## src/rtl/score_digit_renderer.sv

```systemverilog
// score_digit_renderer
//   Multi-digit HUD number renderer. A sequential double-dabble converter turns
//   a binary value into BCD and commits it atomically. An independent pixel
//   pipeline maps (digit slot, x, y) requests onto glyph-ROM addresses and
//   gates the returned ROM bit with a registered blank flag.
//   Optional feature macro: LEADING_ZERO_BLANK_EN. When it is defined, slots
//   above the most significant nonzero digit are blanked. Slot 0 is never
//   blanked, and overflow suppresses the blanking.
module score_digit_renderer #(
    parameter int NUM_DIGITS  = 4,
    parameter int VALUE_W     = 14,
    parameter int GLYPH_W     = 30,
    parameter int GLYPH_H     = 30,
    parameter int ROM_AW      = 14,
    parameter int ROM_LATENCY = 1,
    localparam int SEL_W      = (NUM_DIGITS > 1) ? $clog2(NUM_DIGITS) : 1,
    localparam int X_W        = (GLYPH_W > 1) ? $clog2(GLYPH_W) : 1,
    localparam int Y_W        = (GLYPH_H > 1) ? $clog2(GLYPH_H) : 1
) (
    input  logic                    clk,
    input  logic                    resetn,
    input  logic [VALUE_W-1:0]      value_in,
    input  logic                    value_load,
    output logic                    busy,
    output logic [4*NUM_DIGITS-1:0] bcd_out,
    output logic                    overflow,
    input  logic                    pix_valid_in,
    input  logic [SEL_W-1:0]        digit_sel,
    input  logic [X_W-1:0]          pix_x,
    input  logic [Y_W-1:0]          pix_y,
    output logic [ROM_AW-1:0]       rom_addr,
    input  logic                    rom_q,
    output logic                    pix_valid_out,
    output logic                    pix_on
);

    // One spare nibble above the displayed digits catches values that need an extra digit.
    localparam int SCR_W = 4 * NUM_DIGITS + 4;
    localparam int CNT_W = $clog2(VALUE_W + 1);

    localparam logic [1:0] S_IDLE   = 2'd0;
    localparam logic [1:0] S_SHIFT  = 2'd1;
    localparam logic [1:0] S_COMMIT = 2'd2;

    logic [1:0]              r_state;
    logic [CNT_W-1:0]        r_cnt;
    logic                    r_pend_vld;
    logic [VALUE_W-1:0]      r_pend_val;
    logic [SCR_W-1:0]        r_scr;
    logic [VALUE_W-1:0]      r_bin;
    logic [4*NUM_DIGITS-1:0] r_bcd;
    logic                    r_ovf;

    logic                    w_start;
    logic [VALUE_W-1:0]      w_load_val;
    logic [SCR_W-1:0]        w_scr_adj;
    logic                    w_scr_ovf;

    logic [ROM_AW-1:0]       r_rom_addr;
    logic                    r_vld_p0;
    logic                    r_blank_p0;
    logic                    r_vld_pd   [ROM_LATENCY];
    logic                    r_blank_pd [ROM_LATENCY];

    logic [3:0]              w_digit;
    logic                    w_range_bad;
    logic                    w_lzb;
    logic [ROM_AW-1:0]       w_addr;

    // Adds 3 to every nibble >= 5 so that the following left shift carries correctly into the next decimal place.
    function automatic logic [SCR_W-1:0] dabble_adjust(input logic [SCR_W-1:0] s);
        logic [SCR_W-1:0] r;
        r = s;
        for (int i = 0; i < NUM_DIGITS + 1; i++) begin
            if (r[4*i +: 4] >= 4'd5) begin
                r[4*i +: 4] = r[4*i +: 4] + 4'd3;
            end
        end
        return r;
    endfunction

    // Selects the nibble for a slot. A slot that does not exist reads as 0.
    function automatic logic [3:0] digit_of(input logic [4*NUM_DIGITS-1:0] bcd,
                                            input logic [SEL_W-1:0]        sel);
        logic [3:0] d;
        d = 4'd0;
        for (int i = 0; i < NUM_DIGITS; i++) begin
            if (int'(sel) == i) begin
                d = bcd[4*i +: 4];
            end
        end
        return d;
    endfunction

`ifdef LEADING_ZERO_BLANK_EN
    // A slot is a leading zero when it lies above the highest nonzero digit. Slot 0 is always kept.
    function automatic logic lead_zero_blank(input logic [4*NUM_DIGITS-1:0] bcd,
                                             input logic                    ovf,
                                             input logic [SEL_W-1:0]        sel);
        int msd;
        msd = 0;
        for (int i = 0; i < NUM_DIGITS; i++) begin
            if (bcd[4*i +: 4] != 4'd0) begin
                msd = i;
            end
        end
        return !ovf && (int'(sel) > msd);
    endfunction

    assign w_lzb = lead_zero_blank(r_bcd, r_ovf, digit_sel);
`else
    assign w_lzb = 1'b0;
`endif

    // A load that arrives in the commit cycle goes straight into the next conversion, and it overrides the queued value.
    assign w_load_val = value_load ? value_in : r_pend_val;
    assign w_start    = ((r_state == S_IDLE) || (r_state == S_COMMIT)) && (value_load || r_pend_vld);
    assign w_scr_adj  = dabble_adjust(r_scr);
    assign w_scr_ovf  = |r_scr[SCR_W-1 -: 4];

    // Conversion control: sequencing, the pending flag and the committed result.
    always_ff @(posedge clk or negedge resetn) begin
        if (!resetn) begin
            r_state    <= S_IDLE;
            r_cnt      <= '0;
            r_pend_vld <= 1'b0;
            r_bcd      <= '0;
            r_ovf      <= 1'b0;
        end else begin
            case (r_state)
                S_IDLE: begin
                    if (w_start) begin
                        r_state    <= S_SHIFT;
                        r_cnt      <= '0;
                        r_pend_vld <= 1'b0;
                    end
                end
                S_SHIFT: begin
                    if (value_load) begin
                        r_pend_vld <= 1'b1;
                    end
                    if (r_cnt == CNT_W'(VALUE_W - 1)) begin
                        r_state <= S_COMMIT;
                    end
                    r_cnt <= r_cnt + CNT_W'(1);
                end
                S_COMMIT: begin
                    if (w_scr_ovf) begin
                        r_bcd <= {NUM_DIGITS{4'h9}};
                        r_ovf <= 1'b1;
                    end else begin
                        r_bcd <= r_scr[4*NUM_DIGITS-1:0];
                        r_ovf <= 1'b0;
                    end
                    r_pend_vld <= 1'b0;
                    if (w_start) begin
                        r_state <= S_SHIFT;
                        r_cnt   <= '0;
                    end else begin
                        r_state <= S_IDLE;
                    end
                end
                default: r_state <= S_IDLE;
            endcase
        end
    end

    // Double-dabble datapath: the BCD scratch and the binary shifter, loaded when a conversion starts.
    always_ff @(posedge clk) begin
        if (w_start) begin
            r_scr <= '0;
            r_bin <= w_load_val;
        end else if (r_state == S_SHIFT) begin
            r_scr <= {w_scr_adj[SCR_W-2:0], r_bin[VALUE_W-1]};
            r_bin <= r_bin << 1;
        end
    end

    // Holds the most recent value_load seen while a conversion is running.
    always_ff @(posedge clk) begin
        if (value_load && (r_state == S_SHIFT)) begin
            r_pend_val <= value_in;
        end
    end

    // Render front end: digit lookup, range checks and the glyph address, all at full ROM_AW width.
    always_comb begin
        w_digit     = digit_of(r_bcd, digit_sel);
        w_range_bad = (int'(digit_sel) >= NUM_DIGITS) || (int'(pix_x) >= GLYPH_W) ||
                      (int'(pix_y) >= GLYPH_H);
        w_addr      = ROM_AW'(w_digit) * ROM_AW'(GLYPH_W * GLYPH_H) +
                      ROM_AW'(pix_y) * ROM_AW'(GLYPH_W) + ROM_AW'(pix_x);
    end

    // S0 registers the address and blank flag, then valid and blank follow the ROM for ROM_LATENCY cycles.
    always_ff @(posedge clk or negedge resetn) begin
        if (!resetn) begin
            r_rom_addr <= '0;
            r_vld_p0   <= 1'b0;
            r_blank_p0 <= 1'b0;
            for (int i = 0; i < ROM_LATENCY; i++) begin
                r_vld_pd[i]   <= 1'b0;
                r_blank_pd[i] <= 1'b0;
            end
        end else begin
            r_vld_p0      <= pix_valid_in;
            r_blank_p0    <= w_range_bad || w_lzb;
            r_rom_addr    <= w_range_bad ? '0 : w_addr;
            r_vld_pd[0]   <= r_vld_p0;
            r_blank_pd[0] <= r_blank_p0;
            for (int i = 1; i < ROM_LATENCY; i++) begin
                r_vld_pd[i]   <= r_vld_pd[i-1];
                r_blank_pd[i] <= r_blank_pd[i-1];
            end
        end
    end

    assign busy          = (r_state != S_IDLE);
    assign bcd_out       = r_bcd;
    assign overflow      = r_ovf;
    assign rom_addr      = r_rom_addr;
    assign pix_valid_out = r_vld_pd[ROM_LATENCY-1];
    assign pix_on        = rom_q & ~r_blank_pd[ROM_LATENCY-1] & r_vld_pd[ROM_LATENCY-1];

endmodule

```

## config.mk

```make
export PLATFORM = sky130hd
export DESIGN_NAME = score_digit_renderer
export DESIGN_NICKNAME = d
export VERILOG_FILES = /design/src/rtl/score_digit_renderer.sv
export SDC_FILE = /design/constraint.sdc
export NUM_CORES = 1
export LEC_CHECK = 0
export ABC_CLOCK_PERIOD_IN_PS = 4100
export CAP_MARGIN = 20
export CORE_UTILIZATION = 35
export DETAILED_ROUTE_END_ITERATION = 10
export GPL_TIMING_DRIVEN = 0
export HOLD_SLACK_MARGIN = 0.12
export PLACE_DENSITY = 0.65
export SLEW_MARGIN = 25
export SYNTH_ARGS = -nofsm -noshare
export SYNTH_HDL_FRONTEND = slang
export SYNTH_SLANG_ARGS = --single-unit
```

## constraint.sdc

```tcl
create_clock -name clk -period 4.1 [get_ports clk]
set_input_delay 1.23 -clock clk [delete_from_list [all_inputs] [get_ports clk]]
set_output_delay 1.23 -clock clk [all_outputs]
set_load 0.05 [all_outputs]
```

After elaboration in Yosys (flattened, before gate mapping)
Cells that the tools add are included.

Register bits after elaboration: 90. Bits of input ports: 31. Output and inout port bits: 34. Word-level logic and storage cells: 83.

Add/subtract/negate cells: 8. $mul: 2. Magnitude comparators: 7. Equal/unequal tests: 10. Muxes and demuxes: 24. Bitwise operators: 3. Reductions and logical operators: 16.

Operators with widths (count): $mux W14 (4); $mux W4 (9); $ge A4 B3 Y1 const B (5); $add A4 B2 Y4 const B (4); $mux W16 (1); $add A14 B10 Y14 (1); $add A14 B5 Y14 (1); $mul A4 B8 Y12 const B (1); $ge A5 B5 Y1 const B (2); $mul A5 B4 Y9 const B (1); $pmux W4 S2 (1); $eq A2 B2 Y1 const B (3); $ne A2 B2 Y1 const B (3); $pmux W2 S3 (1); $reduce_bool A2 Y1 (3); $add A4 B1 Y4 const B (1); $eq A2 B1 Y1 const B (2); $eq A4 B4 Y1 const B (1); $logic_not A2 Y1 (2); $mux W1 (4); $mux W2 (2); $reduce_and A2 Y1 (2); $reduce_or A4 Y1 (1); $add A3 B2 Y3 const B (1); 10 further kinds (14).

Logic depth before layout (Yosys ltp)
Gate-level depths: netlist of the first run.

Word-level depth: 9. Mapped depth: 18. Mapped depth without buffers: 18.

Worst setup path after synthesis of the first run
Ideal clock, no wire load.

Kind: input port to flip-flop. Start: input pix_y[2]. End: register r_rom_addr[13] (netlist: rom_addr[13]). Setup time: 0.078 ns. Arrival time: 5.013 ns. Required time: 4.022 ns. Slack: -0.991 ns. Cell stages on the path: 17. Cells stage by stage: inv_1 -> fa_1 -> fa_1 -> inv_1 -> ha_1 -> nor2b_1 -> o21ai_0 -> a21boi_0 -> or4_1 -> nand3_1 -> ha_1 -> ha_1 -> nand2_1 -> nor2_1 -> a221oi_2 -> or4_1 -> a21oi_1.

Cells in the longest elaborated chain, start to end: 4.

Ends and longest elaborated chain: from (decl) (line 30) `input logic [Y_W-1:0] pix_y,`; $mul A5 B4 Y9 (line 192) `ROM_AW'(pix_y) * ROM_AW'(GLYPH_W) + ROM_AW'(pix_x);`; $add A14 B10 Y14 (line 191) `w_addr = ROM_AW'(w_digit) * ROM_AW'(GLYPH_W * GLYPH_H) +`; $add A14 B5 Y14 (line 192); $mux W14 (*) (line 208) `r_rom_addr <= w_range_bad ? '0 : w_addr;`; to (signal assigned) (line 208); to (decl) (line 59) `logic [ROM_AW-1:0] r_rom_addr;`.

Every way passes the cells marked *; elsewhere a longest branch is shown, timed or not. A chain may end at the register's enable or synchronous reset.

Worst setup path after layout of the first run
Same ends and word-level chain as after synthesis.

==> results of run 1 <==
-- layout make-up --
class                      count  area (um2)
multi-input combinational    352        2838
fill                        1302        7400
tap                          180       225.2
clock inverter                 6       58.81
clock buffer                  10       229.0
buffer                        17       67.56
timing repair buffer          84       805.8
sequential                    90        2292
inverter                      47       180.2
-- per-stage QoR --
step / hold slack (ps) / setup TNS, ps / instances / instance area, um2
5_1_grt: 361.8 / -4000 / 786 / 6696
4_1_cts: 351.7 / -2917 / 784 / 6608
3_5_place_dp: 337.1 / -12110 / 750 / 6111
6_report: 348.9 / -3035 / 786 / 6696
3_3_place_gp: 335.0 / -11630 / 749 / 6096
2_1_floorplan: 331.2 / -3552 / 506 / 5240
-- cell families (layout without fill, tap and decap cells) --
kind of cell    after synthesis  after routing
simple gates                139            139
compound gates              107            107
flops                        90             90
fa+ha+maj                    66             66
buf+inv                      64            164
xor+xnor                     22             22
mux                          18             18
-- report_power, final --
part | switching [uW] | internal [uW]
clock | 345 | 469
combinational | 2030 | 1450
sequential | 240 | 1340
total | 2610 | 3260
-- layer usage --
metal	global-route usage [%]	routed length, um	vias to the layer above
met2	27.37	5920	69
met5	0	0	-
met1	20.47	5271	1954
met3	3.506	358	21
li1	-	-	1930
met4	6.702	280	0
-- what timing repair did --
item                       CTS  global route
cloned                       0             0
setup endpoints to repair   10             8
setup buffers               18             3
pin swaps                   28            15
hold buffers                 0             0
resized for setup           46            21
-- critical path, stage by stage --
cell	delay (ps)
buf_8	90
clkinvlp_4	80
fa_1	460
fa_1	520
inv_2	50
ha_4	200
nor2b_1	140
o21ai_2	180
a21boi_2	90
or4_4	480
nand3_2	110
ha_4	210
ha_4	300
nand2_1	70
nor2_2	120
a221oi_2	70
or4_4	490
a21oi_2	130
-- path summary, 6_finish.rpt --
check,slack (ps),endpoint,from
worst max-delay path,-650,rom_addr[13],pix_y[2]
worst min-delay path,350,pix_valid_out,r_vld_p0
worst max register to register,370,rom_addr[13],bcd_out[14]
worst min register to register,350,pix_valid_out,r_vld_p0
max in group asynchronous,2790,rom_addr[1],resetn
min in group asynchronous,810,r_cnt[0],resetn
-- cell usage in the layout, fill, tap and decap left out, drive strengths merged, types with 2 or more instances in the layout --
| cell | n |
|---|---|
| nand2 | 57 |
| clkdlybuf4s50 | 56 |
| ha | 52 |
| inv | 46 |
| dfrtp | 42 |
| o21ai | 42 |
| a21oi | 36 |
| buf | 30 |
| edfxtp | 28 |
| nor2 | 27 |
| nand3 | 26 |
| clkbuf | 24 |
| dfxtp | 20 |
| mux2i | 14 |
| xnor2 | 14 |
| fa | 14 |
| xor2 | 8 |
| a21o | 8 |
| nand2b | 7 |
| and3 | 6 |
| o211ai | 5 |
| clkinv | 5 |
| o32ai | 4 |
| mux4 | 4 |
| nor2b | 3 |
| or2 | 3 |
| and2 | 2 |
| o31ai | 2 |
| or4 | 2 |
| nor3 | 2 |
| a211oi | 2 |
-- registers in the layout, indices dropped and copies added (netlist names) --
register,cells
r_scr,20
bcd_out,16
r_bin,14
r_pend_val,14
rom_addr,14
r_cnt,4
r_state,2
overflow,1
pix_valid_out,1
r_blank_p0,1
r_blank_pd,1
r_pend_vld,1
r_vld_p0,1
==> metrics.txt, run 1 <==
Worst Reg2Reg Path Length in Cells=11; worst clock skew=4.904 ps; synth top area cells=dfrtp_1, edfxtp_1, ha_1, dfxtp_1, fa_1; post-route setup slack=-651.2 ps; RSZ-0062 raised after global routing=true; Mapped Nets=603; Post-synth EDFFs=28; drt pass-1 iters=4; simple logic cell fraction of the synthesized area=12.28%; Nets=698; Worst Setup Path Type=in2reg; Peak Freq=210.5 MHz; CORE AREA=14100 um2; initial antenna violation count=0; Synth top cells by count=nand2_1, ha_1, inv_1; failing checks=negative setup slack; PD cells=876.8 nW/um2; DR iter-0 viols=98; Setup crit start kind=input port; post-synthesis sequential area ratio=44.48%; CP Data Arrival Time=5020 ps; flops & latches, synth=90; x dimension of the die=123.3 um; CP Data Required Time=4370 ps; post-layout min period=4751 ps; DRC Markers=0; Total Power=5871 uW; area grow syn2layout=29.93%; most numerous cell in the Yosys netlist=nand2_1; vias in the first global route=3978; Relative slew margins=48.78%; CTS tree=done; gr usage total=16.38%; utilization after layout=47.51%; vias post-DR=3974; Yosys warning total=0; Tightest Pin Transition=768.4 ps; FP Rows=43; detailed placement HPWL=8470 um; initial core utilization=36.56%; GP Congestion=0.7571; Max IR drop VDD=0.2879 mV; drt wl/cell=15.05 um; Post-Syn Area=5154 um2; post-synthesis compound-gate area fraction=12.24%; Post-Synth XOR/XNOR Area=3.739%; syn avg cell area=10.19 um2; Final Max Slew Viols=0; Setup crit end kind=register; antenna violation net count after detailed routing=0; Hold Crit Class=reg2reg; mux cell area share after synthesis=4.467%; WHS Path Cells=0; DRT Wirelength=11830 um; Die Ht=123.3 um; status=finished with violations; layout cells sized above 1=14.69%; H-tree depth=3; total CTS buffers=9; cell taking the most area after synthesis=dfrtp_1; clock tree buffer depth=2; CP Max Fanout=5; Port Buffers=63; Clock transition at path regs=60 ps; later-pin clock latency in the skew report=340 ps; Hold Vio Cnt, Final=0; # IOs=65; Synth cell types=44; Synth top area share=20.39%; Synth Area in Adders=18.06%; final setup fails=7; clock sink total=90; P_leak=0.002971 uW; most common flop cell mapped by yosys=dfrtp_1; first-pass GRT wire length=19080 um; largest net degree at the start of global routing=29; die area=15210 um2; number of vias per cell=5.056; Cells after Synth=506; asr flop ratio synth=46.67%; total grt overflow=0; largest family of logic cells by synthesized area=adder cells; CTS root buffer=clkbuf_16; n_diodes=0; Worst Setup Slack post-DPL=-1875 ps; period utilization=115.9%; maxcap violations=0
(Power assumes the default switching activity.)
==> run 2, diff against run 1 <==
Settings changed: CTS_BUF_LIST set to sky130_fd_sc_hd__clkbuf_8, MAX_ROUTING_LAYER set to met4.
==> run 2 against run 1 <==
The flow still finishes with violations (negative setup slack). Via count is 1.1% lower. Highest routed layer unchanged. Global-route usage rose by 0.44 points. Critical path type unchanged. Clock-buffer cell count decreased by 1. Critical endpoint unchanged. Combinational power about the same.
==> metrics.txt, run 2 (synthesis gave the netlist of run 1 again) <==
antenna violation net count after detailed routing=0 (unchanged); initial antenna violation count=0 (unchanged); GP Congestion=0.7670 (+1.3%); Hold Crit Class=reg2reg; gr usage total=16.82% (+0.44 points); clock sink total=90 (unchanged); Total Power=5661 uW (-3.6%); Clock transition at path regs=90 ps (+30 ps); n_diodes=0 (unchanged); logic gate share of total power=61.5% (+2.3 points); DRT Wirelength=11740 um (-0.75%); first-pass GRT wire length=18990 um (-0.47%); final std cells w/o fill=786 (unchanged); CP Data Required Time=4400 ps (+30 ps); detailed placement HPWL=8470 um (unchanged); cell-internal power=3067 uW (-5.9%); maxcap violations=0 (unchanged); PD cells=857.2 nW/um2 (-2.2%); period utilization=115.2% (-0.68 points); layout cells sized above 1=15.02% (+0.33 points); CTS tree=done; final setup fails=7 (unchanged); initial core utilization=36.56% (unchanged); clock tree buffer depth=2 (unchanged); vias in the first global route=3979 (+0.025%); worst clock skew=6.554 ps (+1.650 ps); GR peak layer=met2; DR iter-0 viols=148 (+51%); placed cell area=6111 um2 (unchanged); Setup crit start kind=input port; P_leak=0.002930 uW (-1.4%); Hold Vio Cnt, Final=0 (unchanged); met1 usage=20.35% (-0.12 points); x dimension of the die=123.3 um (unchanged); number of flip-flops in the largest register=20 (unchanged); multi-input combinational cell area=2846 um2 (+0.31%); Die Ht=123.3 um (unchanged); vias post-DR=3930 (-1.1%); share of power burned in registers=27.9% (+0.9 points); commonest non-fill, non-tap cells in the layout=nand2_1, clkdlybuf4s50_1, ha_1; drt wl/cell=14.94 um (-0.75%); total grt overflow=0 (unchanged); Worst Setup Path Type=in2reg; met2 Usage GRT=26.85% (-0.52 points); Peak Freq=211.7 MHz (+0.59%); Top reg by flops=r_scr; Nets=698 (unchanged); # IOs=65 (unchanged); utilization after layout=46.85% (-0.66 points); area grow syn2layout=28.14%; H-tree depth=3 (unchanged); CORE AREA=14100 um2 (unchanged); CTS root buffer=clkbuf_8; Max IR drop VDD=0.2635 mV (-8.5%); NetSw=2594 uW (-0.76%); DRC Markers=0 (unchanged); post-layout min period=4723 ps (-27.80 ps); Layout fillers=1318 (+1.2%); drt pass-1 iters=4 (unchanged); FP Rows=43 (unchanged); Design Area, Final=6604 um2 (-1.4%); later-pin clock latency in the skew report=370 ps (+30 ps); Relative slew margins=50.48% (+1.7 points); hold_buf cts=0 (unchanged); status=finished with violations; CP Max Fanout=5 (unchanged); Setup crit end kind=register; total CTS buffers=9 (unchanged); CP Data Arrival Time=5020 ps (about the same); number of vias per cell=5.000 (-1.1%); post-route setup slack=-623.4 ps (+27.80 ps); global routing met3 resource utilization=3.321% (-0.18 points); Tightest Pin Transition=742.9 ps (-25.51 ps); largest net degree at the start of global routing=29 (unchanged); Port Buffers=63 (unchanged); die area=15210 um2 (unchanged); Clk pwr share=10.6% (-3.3 points); Sequential Area=2292 um2 (unchanged); Final Max Slew Viols=0 (unchanged); RSZ-0062 raised after global routing=true; failing checks=negative setup slack; dpl cells=750 (unchanged); Net Sw Frac=45.83% (+1.3 points)
## run 2: changes by cell type in the layout (fill, tap and decap cells not counted), sizes merged
cell,change
clkbuf,-1
inv,+1
## run 2: final timing paths
kind                              from  slack, ps  cells after the start       endpoint
setup / recovery              pix_y[2]       -620                     18   rom_addr[13]
hold / removal                r_vld_p0        350                      0  pix_valid_out
setup reg to reg           bcd_out[14]        360                     11   rom_addr[13]
hold reg to reg               r_vld_p0        350                      0  pix_valid_out
max in group asynchronous       resetn       2830                      2    rom_addr[1]
min in group asynchronous       resetn        780                      1       r_cnt[0]
## run 2: cell type report
cell class | instances | share of cell area, %
multi-input combinational | 352 | 43.10
buffer | 17 | 1.023
inverter | 47 | 2.728
tap | 180 | 3.410
clock buffer | 9 | 1.876
sequential | 90 | 34.71
clock inverter | 7 | 0.9473
timing repair buffer | 84 | 12.20
## run 2: per-layer routing
metal  share of wire (%)  vias up
li1                    -     1931
met1                  45     1908
met2                  49       70
met3                 3.6       21
met4                 2.5        0
met5                   0        -
## run 2: power groups by stage
stage | registers [uW] | logic (uW) | clock network [uW]
6_report | 1580 | 3480 | 597
5_1_grt | 1620 | 3810 | 658
4_1_cts | 1580 | 3240 | 617
3_5_place_dp | 1600 | 3010 | 0
3_3_place_gp | 1580 | 2910 | 0
2_1_floorplan | 1970 | 1800 | 0
## run 2: worst max-delay path, cell delays in order
cell        delay (ps)
buf_8               90
clkinvlp_4          80
fa_1               460
fa_1               520
inv_2               50
ha_4               200
nor2b_1            140
o21ai_2            180
a21boi_2            90
or4_4              480
nand3_2            110
ha_4               210
ha_4               300
nand2_1             70
nor2_2             120
a221oi_2            70
or4_4              490
a21oi_2            130
## run 2: stage by stage
| stage | setup WS, ps | hold slack [ps] | TNS, ps |
|---|---|---|---|
| 2_1_floorplan | -736.8 | 331.2 | -3552 |
| 4_1_cts | -614.0 | 357.4 | -2665 |
| 5_1_grt | -757.4 | 368.4 | -3689 |
| 6_report | -623.4 | 354.9 | -2860 |
| 3_3_place_gp | -1661 | 335.0 | -11630 |
| 3_5_place_dp | -1875 | 337.1 | -12110 |
## run 2: timing repair
action	in CTS	in global routing
pin swaps	28	17
setup buffers	18	3
resized for setup	46	23
setup endpoints to repair	10	8
==> run 3, diff against run 2 <==
==> constraint.sdc (replaced) <==
create_clock -name clk -period 4.1 [get_ports clk]
set_input_delay 0.82 -clock clk [delete_from_list [all_inputs] [get_ports clk]]
set_output_delay 0.82 -clock clk [all_outputs]
set_load 0.05 [all_outputs]
==> run 3 against run 2 <==
Largest cell class unchanged. Register-to-register slack improved by 90 ps. Flip-flop and latch count did not move. Fmax rose by 11%. The run still ends with negative setup slack left. Hold slack improved by 1.1 ps.
==> metrics.txt, run 3 (synthesis gave the netlist of run 1 again) <==
later-pin clock latency in the skew report=380 ps (about the same); failing checks=negative setup slack; Hold Crit Class=reg2reg; RSZ-0062 raised after global routing=true; # IOs=65 (unchanged); total grt overflow=0 (unchanged); WHS=356.0 ps (+1.091 ps); CP Cell Sequence=buf_8, fa_2, fa_1, inv_1, fa_2, nor2b_1, o21ai_1, a21boi_1, buf_4, buf_6, nor2_2, ha_2, ha_4, a31o_4, a21o_1, a221oi_4, or4_4, a21oi_2; number of vias per cell=5.045 (+0.90%); n_diodes=0 (unchanged); Worst path max stage delay=580 ps (+60 ps); Top reg by flops=r_scr; x dimension of the die=123.3 um (unchanged); CP max-delay cell=fa_1; P_leak=0.002886 uW (-1.5%); final setup fails=3 (-4); clock tree buffer depth=2 (unchanged); largest net degree at the start of global routing=26 (-10%); number of flip-flops in the largest register=20 (unchanged); drt pass-1 iters=5 (+1); H-tree depth=3 (unchanged); Tightest Pin Transition=731.6 ps (-11.21 ps); period utilization=103.6% (-12 points); Port Buffers=63 (unchanged); FP Rows=43 (unchanged); CP Data Required Time=4340 ps (-60 ps); layout cells sized above 1=12.81% (-2.2 points); multi-input combinational cell area=2781 um2 (-2.3%); Peak Freq=235.3 MHz (+11%); antenna violation net count after detailed routing=0 (unchanged); CP Data Arrival Time=4490 ps (-530 ps); maxcap violations=0 (unchanged); total CTS buffers=9 (unchanged); DRC Markers=0 (unchanged); first-pass GRT wire length=19110 um (+0.62%); Setup crit end kind=register; status=finished with violations; CTS root buffer=clkbuf_8; detailed placement HPWL=8428 um (-0.51%); vias post-DR=3940 (+0.25%); DRT Wirelength=11520 um (-1.9%); post-route setup slack=-149.1 ps (+474.3 ps); Crit path top cell by count=fa_2; Layout fillers=1308 (-0.76%); Die Ht=123.3 um (unchanged); worst clock skew=8.304 ps (+1.749 ps); CTS tree=done; setup TNS=-368.4 ps (+2492 ps); CP Max Fanout=4 (-1); initial core utilization=36.56% (unchanged); GP Congestion=0.7812 (+1.9%); PD cells=839.4 nW/um2 (-2.1%); CORE AREA=14100 um2 (unchanged); post-layout min period=4249 ps (-474.3 ps); Relative slew margins=51.22% (+0.75 points); Final Max Slew Viols=0 (unchanged); commonest non-fill, non-tap cells in the layout=nand2_1, clkdlybuf4s50_1, ha_1; area grow syn2layout=26.71%; gr usage total=16.93% (+0.12 points); Clock transition at path regs=90 ps (about the same); vias in the first global route=4096 (+2.9%); initial antenna violation count=0 (unchanged); Hold Vio Cnt, Final=0 (unchanged); clock sink total=90 (unchanged); drt wl/cell=14.76 um (-1.2%); Worst Setup Path Type=in2reg; Sequential Area=2292 um2 (unchanged); Max IR drop VDD=0.2505 mV (-4.9%); Setup crit start kind=input port; Nets=693 (-0.72%); die area=15210 um2 (unchanged); DR iter-0 viols=167 (+13%)
run 3: final cells by class:
class | count | share of cell area, %
Clock buffer | 9 | 1.897
Sequential cell | 90 | 35.10
Timing Repair Buffer | 79 | 11.99
Buffer | 17 | 1.035
Clock inverter | 7 | 1.169
Multi-Input combinational cell | 352 | 42.59
Tap cell | 180 | 3.449
Inverter | 47 | 2.759
run 3: timing repair:
action / in CTS / in global routing
setup endpoints to repair: 8 / 6
pin swaps: 24 / 7
cloned: 0 / 0
hold endpoints to repair: 0 / 0
gates resized for setup: 44 / 17
hold buffers: 0 / 0
buffers inserted: 13 / 2
run 3: path summary, 6_finish.rpt:
path / from / end / slack (ps) / depth (start not counted)
worst max-delay path: pix_y[1] / rom_addr[13] / -150 / 18
worst min-delay path: r_vld_p0 / pix_valid_out / 360 / 0
worst max register to register: bcd_out[2] / rom_addr[13] / 450 / 11
worst min register to register: r_vld_p0 / pix_valid_out / 360 / 0
max in group asynchronous: resetn / rom_addr[5] / 3210 / 2
min in group asynchronous: resetn / r_cnt[1] / 380 / 1
run 3: through the flow:
stage / cells / area [um2] / util [%] / setup WS [ps] / power [uW]
4_1_cts: 779 / 6446 / 45.73 / -189.3 / 5347
5_1_grt: 781 / 6530 / 46.33 / -273.6 / 5932
6_report: 781 / 6530 / 46.33 / -149.1 / 5481
2_1_floorplan: 506 / 5216 / - / -326.8 / 3731
3_3_place_gp: 749 / 6072 / 43.08 / -1256 / 4453
3_5_place_dp: 750 / 6087 / 43.18 / -1303 / 4565
run 3: critical path: cells and delay by family:
kind / cells / cell delay, ps
AO/OA/AOI/OAI: 6 / 1070
adder cells (fa/ha/maj): 5 / 1850
AND/OR/NAND/NOR: 3 / 330
buffers and inverters: 4 / 390
run 3: layer usage:
layer	GRT usage (%)	share of wire [%]	wire, um
met1	20.02	44	5111
met2	27.76	50	5714
met3	2.491	3.5	402
met4	9.262	2.6	295
met5	-	0	0
run 3: power by group:
part           switching, uW  internal, uW
sequential               248          1340
combinational           1930          1330
clock                    341           287
total                   2520          2960
